==> config.mk <==
export PLATFORM = sky130hd
export DESIGN_NAME = fetch_pc
export DESIGN_NICKNAME = d
export VERILOG_FILES = /design/src/rtl/fetch_pc_pkg.sv /design/src/rtl/fetch_pc_npc_gen.sv /design/src/rtl/fetch_pc.sv
export SDC_FILE = /design/constraint.sdc
export NUM_CORES = 1
export LEC_CHECK = 0
export CORE_MARGIN = 4
export CORE_UTILIZATION = 51
export CTS_CLUSTER_DIAMETER = 30
export DETAILED_ROUTE_END_ITERATION = 6
export MAX_ROUTING_LAYER = met4
export PLACE_DENSITY = 0.91
export REMOVE_ABC_BUFFERS = 1
export SYNTH_ARGS = -nofsm -noshare
export SYNTH_HDL_FRONTEND = slang
export SYNTH_SLANG_ARGS = --single-unit
==> constraint.sdc <==
create_clock -name clk -period 6.8 [get_ports clk]
set_input_delay 0.68 -clock clk [delete_from_list [all_inputs] [get_ports clk]]
set_output_delay 0.68 -clock clk [all_outputs]
set_load 0.02 [all_outputs]
==> src/rtl/fetch_pc_pkg.sv <==
// Shared constants and types for the instruction-fetch stage.
// Address map, exception codes and the next-PC source encoding live here.
package fetch_pc_pkg;

    localparam logic [31:0] RESET_PC   = 32'h0000_3000;
    localparam logic [31:0] HANDLER_PC = 32'h0000_4180;
    localparam logic [31:0] IM_LO      = 32'h0000_3000;
    localparam logic [31:0] IM_HI      = 32'h0000_6FFC;

    localparam logic [4:0] EXC_NONE = 5'd0;
    localparam logic [4:0] EXC_ADEL = 5'd4;

    // Which rule won the next-PC priority.
    typedef enum logic [2:0] {
        NPC_SEQ,
        NPC_BR,
        NPC_J,
        NPC_JR,
        NPC_HOLD,
        NPC_ERET,
        NPC_EXC
    } npc_sel_e;

    typedef struct packed {
        logic [31:0] instr;
        logic [31:0] pc;
        logic        bd;
        logic [4:0]  excode;
    } ifid_t;

    localparam ifid_t IFID_FLUSH = '{instr: 32'd0, pc: 32'd0, bd: 1'b0, excode: EXC_NONE};

    // Fetch address error: misaligned or outside the instruction memory window.
    function automatic logic fetch_adel(input logic [31:0] pc,
                                        input logic [31:0] lo,
                                        input logic [31:0] hi);
        return (pc[1:0] != 2'b00) || (pc < lo) || (pc > hi);
    endfunction

endpackage

==> src/rtl/fetch_pc_npc_gen.sv <==
// Combinational next-PC selection for the fetch stage.
// Reports which rule was chosen so the caller can steer the IF/ID register.
module npc_gen
    import fetch_pc_pkg::*;
#(
    parameter logic [31:0] HANDLER_PC_P = HANDLER_PC
) (
    input  logic        exc_req,
    input  logic        eret_req,
    input  logic        stall,
    input  logic        is_jr,
    input  logic        is_j,
    input  logic        br_taken,
    input  logic [31:0] if_pc,
    input  logic [31:0] id_pc,
    input  logic [25:0] j_index,
    input  logic [31:0] br_imm,
    input  logic [31:0] jr_target,
    input  logic [31:0] epc,
    output logic [31:0] npc,
    output npc_sel_e    sel
);

    logic [31:0] seq_pc;
    logic [31:0] br_off;
    logic [31:0] br_pc;
    logic [31:0] j_pc;

    assign seq_pc = if_pc + 32'd4;
    assign br_off = br_imm << 2;
    // Branch target is relative to the delay slot, i.e. the branch's own PC + 4.
    assign br_pc  = id_pc + 32'd4 + br_off;
    assign j_pc   = {id_pc[31:28], j_index, 2'b00};

    always_comb begin
        npc = seq_pc;
        sel = NPC_SEQ;
        if (exc_req) begin
            npc = HANDLER_PC_P;
            sel = NPC_EXC;
        end else if (eret_req) begin
            npc = epc;
            sel = NPC_ERET;
        end else if (stall) begin
            npc = if_pc;
            sel = NPC_HOLD;
        end else if (is_jr) begin
            npc = jr_target;
            sel = NPC_JR;
        end else if (is_j) begin
            npc = j_pc;
            sel = NPC_J;
        end else if (br_taken) begin
            npc = br_pc;
            sel = NPC_BR;
        end
    end

endmodule

==> src/rtl/fetch_pc.sv <==
// Instruction-fetch stage: program counter, IF/ID pipeline register and
// fetch-address (AdEL) tagging of the instruction handed to decode.
module fetch_pc
    import fetch_pc_pkg::*;
#(
    parameter logic [31:0] RESET_PC_P   = RESET_PC,
    parameter logic [31:0] HANDLER_PC_P = HANDLER_PC,
    parameter logic [31:0] IM_LO_P      = IM_LO,
    parameter logic [31:0] IM_HI_P      = IM_HI
) (
    input  logic        clk,
    input  logic        reset,
    input  logic        stall,
    input  logic [31:0] im_rdata,
    input  logic        br_taken,
    input  logic [31:0] br_imm,
    input  logic        is_j,
    input  logic        is_jr,
    input  logic [31:0] jr_target,
    input  logic        id_is_ctrl,
    input  logic        exc_req,
    input  logic        eret_req,
    input  logic [31:0] epc,
    output logic [31:0] if_pc,
    output logic [31:0] id_instr,
    output logic [31:0] id_pc,
    output logic        id_bd,
    output logic [4:0]  id_excode
);

    logic [31:0] pc_q;
    logic [31:0] npc;
    npc_sel_e    sel;
    ifid_t       ifid_q;
    ifid_t       ifid_d;
    logic        adel;

    npc_gen #(
        .HANDLER_PC_P (HANDLER_PC_P)
    ) u_npc_gen (
        .exc_req   (exc_req),
        .eret_req  (eret_req),
        .stall     (stall),
        .is_jr     (is_jr),
        .is_j      (is_j),
        .br_taken  (br_taken),
        .if_pc     (pc_q),
        .id_pc     (ifid_q.pc),
        .j_index   (ifid_q.instr[25:0]),
        .br_imm    (br_imm),
        .jr_target (jr_target),
        .epc       (epc),
        .npc       (npc),
        .sel       (sel)
    );

    assign adel = fetch_adel(pc_q, IM_LO_P, IM_HI_P);

    // A faulting fetch becomes a nop carrying the AdEL tag down the pipe.
    always_comb begin
        ifid_d = ifid_q;
        case (sel)
            NPC_EXC, NPC_ERET: ifid_d = IFID_FLUSH;
            NPC_HOLD:          ifid_d = ifid_q;
            default: begin
                ifid_d.pc     = pc_q;
                ifid_d.bd     = id_is_ctrl;
                ifid_d.excode = adel ? EXC_ADEL : EXC_NONE;
                ifid_d.instr  = adel ? 32'd0 : im_rdata;
            end
        endcase
    end

    always_ff @(posedge clk or posedge reset) begin
        if (reset) begin
            pc_q   <= RESET_PC_P;
            ifid_q <= IFID_FLUSH;
        end else begin
            pc_q   <= npc;
            ifid_q <= ifid_d;
        end
    end

    assign if_pc     = pc_q;
    assign id_instr  = ifid_q.instr;
    assign id_pc     = ifid_q.pc;
    assign id_bd     = ifid_q.bd;
    assign id_excode = ifid_q.excode;

endmodule
==> run metrics <==
WP buf/inv=4; FMAX=0.2541 GHz; DRT antenna net count=0; Main synth FF type=dfrtp_1; Post-synth ARST share=100.0%; Worst path top cell family by delay=compound AO/OA/AOI/OAI gates; Final period util=57.88%; port bufs=232; post-route cell area=10040 um2; post-synthesis mux area share=1.512%; H-tree levels=3; final hold vios=0; TritonRoute pass-1 iters=5; WL final=25.98 mm; slew margin rel.=28.35%; clk slew on worst S/H paths=0.07 ns; # hold bufs at CTS=0; Vert. Die Dim=127.5 um; reg-to-reg slack, setup=3.27 ns; most frequent CP cell=inv_1; CTS Sinks=98; crit start category=primary input; clk buf depth=2; Die W=127.5 um; Adder-Cell Fraction of Synth Area=10.24%; layout cell share with drive strength beyond 1=5.096%; area grow syn2layout=37.86%; drt wl/cell=21.29 um; initial DRC count=776; Top Usage Layer GRT=met2; worst hold path class=reg -> reg; GR Util met2=49.77%; Synth Cell Area=7283 um2; main combinational cell family by area after synthesis=compound AO/OA/AOI/OAI gates; via count of the first global-routing pass=7609; CTS Root Cell=clkbuf_16; Die ar.=16260 um2; commonest non-fill, non-tap cell in the layout=clkdlybuf4s50_1; Synth Area in Compound Gates=28.26%; PwrDens=161.5 nW/um2; critical path data required time=7.05 ns; post-CTS sizing=0; CP Capture Type=flop; core footprint=13930 um2; Worst-Skew Late Latency=0.35 ns; nets@finish=1231; vias post-DR=7697; crit path kind=in -> reg; max-slew violations=0; grt total ovfl=0; M3 GR Usage=6.898%; Post-Synth XOR/XNOR Area=5.892%; peak supply drop=107.5 uV; I/O Pins=239; CP max stage delay=0.46 ns; CTS Buf Count=9; #FFs+latches synth=98; CTS tree=built; initial antenna violation count=0; yosys synthesis warning count=0; Rows=43; Final Critical Period=3.936 ns; Post-synth EDFFs=0; status=finished clean; Simple-Gate Fraction of Synth Area=15.63%; RSZ-0062 raised after global routing=no; first-pass GRT wire length=39.94 mm; met1 Usage GRT=41.24%; Lkg Pwr=4.427 nW; worst slew pin tran=1.075 ns; Seq/Total Area, Yosys=33.71%; Avg Inst Size Synth=8.743 um2; vias per inst=6.309; DRC=0; setup TNS=0 ns; Placed Instance Area=9703 um2; CP max stage cell=clkdlybuf4s50_1; post-synthesis cell type count=63; # setup viols final=0; Setup Buffers After CTS=0; GRT Total Usage=32.09%; ant diodes=0; DP Wirelength=18.32 mm; pin count of the biggest net entering global routing=60; arrival time worst endpoint=4.18 ns; commonest cells after routing, fill and taps aside=clkdlybuf4s50_1 (228), dfrtp_1 (96), nand2_1 (79), a21oi_1 (69), a22o_1 (65); Starting Density=52.27%; maxcap violations=0; CP Max Fanout=4; crit path cell chain=clkdlybuf4s50_1 -> inv_1 -> ha_1 -> inv_1 -> ha_1 -> inv_1 -> fa_1 -> nand2b_1 -> a21oi_1 -> o21ai_1 -> a21boi_1 -> o211ai_1 -> o221ai_1 -> mux2i_1 -> a221oi_2 -> nand2_1; Post-Synthesis Cells=833; Placer Congestion=0.9636; skew final=0.008534 ns
==> logic make-up (layout without fill, tap and decap cells) <==
kind of cell	after synthesis	count (layout)
other cells	1	4
mux	11	11
flops	98	98
buf+inv	86	290
xor+xnor	49	49
fa+ha+maj	59	59
compound gates	296	296
simple gates	233	233
==> worst paths after layout <==
check | to | depth (start not counted) | from
min | id_bd | 1 | id_bd
max in group asynchronous | id_pc[12] | 3 | reset
max | if_pc[29] | 16 | br_imm[0]
max reg2reg | if_pc[29] | 13 | id_pc[3]
min reg2reg | id_bd | 1 | id_bd
min in group asynchronous | id_bd | 2 | reset
==> metrics by stage <==
step | worst slack, ns | hold WS (ns) | util [%] | total power, mW | cells
floorplan | 1.178 | 0.5444 | - | 0.8318 | 779
global placement | 2.662 | 0.4892 | 69.63 | 1.030 | 1204
detailed placement | 2.601 | 0.4924 | 69.63 | 1.038 | 1204
CTS | 2.965 | 0.5148 | 72.06 | 1.614 | 1220
global route | 2.621 | 0.5285 | 72.06 | 1.675 | 1220
finish | 2.864 | 0.5099 | 72.06 | 1.622 | 1220
==> power by group <==
part	leakage (nW)	internal (mW)	switching [mW]	total, mW
registers	1.32	0.602	0.0384	0.641
logic	2.94	0.187	0.208	0.395
clock network	0.162	0.345	0.241	0.586
==> cells in the mapped netlist, types with 20 or more instances <==
| library cell | n | area share, % |
|---|---|---|
| a211oi_1 | 20 | 2.1 |
| a21oi_1 | 69 | 4.7 |
| a22o_1 | 65 | 7.8 |
| clkbuf_1 | 40 | 2.1 |
| dfrtp_1 | 96 | 33 |
| ha_1 | 58 | 10 |
| inv_1 | 25 | 1.3 |
| nand2_1 | 79 | 4.1 |
| nor2_1 | 59 | 3.0 |
| nor3_1 | 23 | 1.6 |
| o21ai_0 | 46 | 3.2 |
| xnor2_1 | 28 | 3.4 |
| xor2_1 | 21 | 2.5 |
==> area by class of cell <==
class / instances / area [um2]
clock inverter: 5 / 85.08
fill: 1053 / 3894
sequential: 98 / 2455
tap: 180 / 225.2
multi-input combinational: 652 / 4512
inverter: 29 / 111.4
clock buffer: 11 / 252.7
timing repair buffer: 245 / 2400
==> per-layer routing <==
layer,up-vias,share of wire (%)
li1,3484,-
met1,3634,41
met2,507,46
met3,72,11
met4,0,3.0
met5,-,0
==> registers in the layout, indices dropped and copies added, names as in the netlist <==
register	count
id_instr	32
id_pc	32
if_pc	32
id_bd	1
id_excode	1
(Power assumes the default switching activity.)
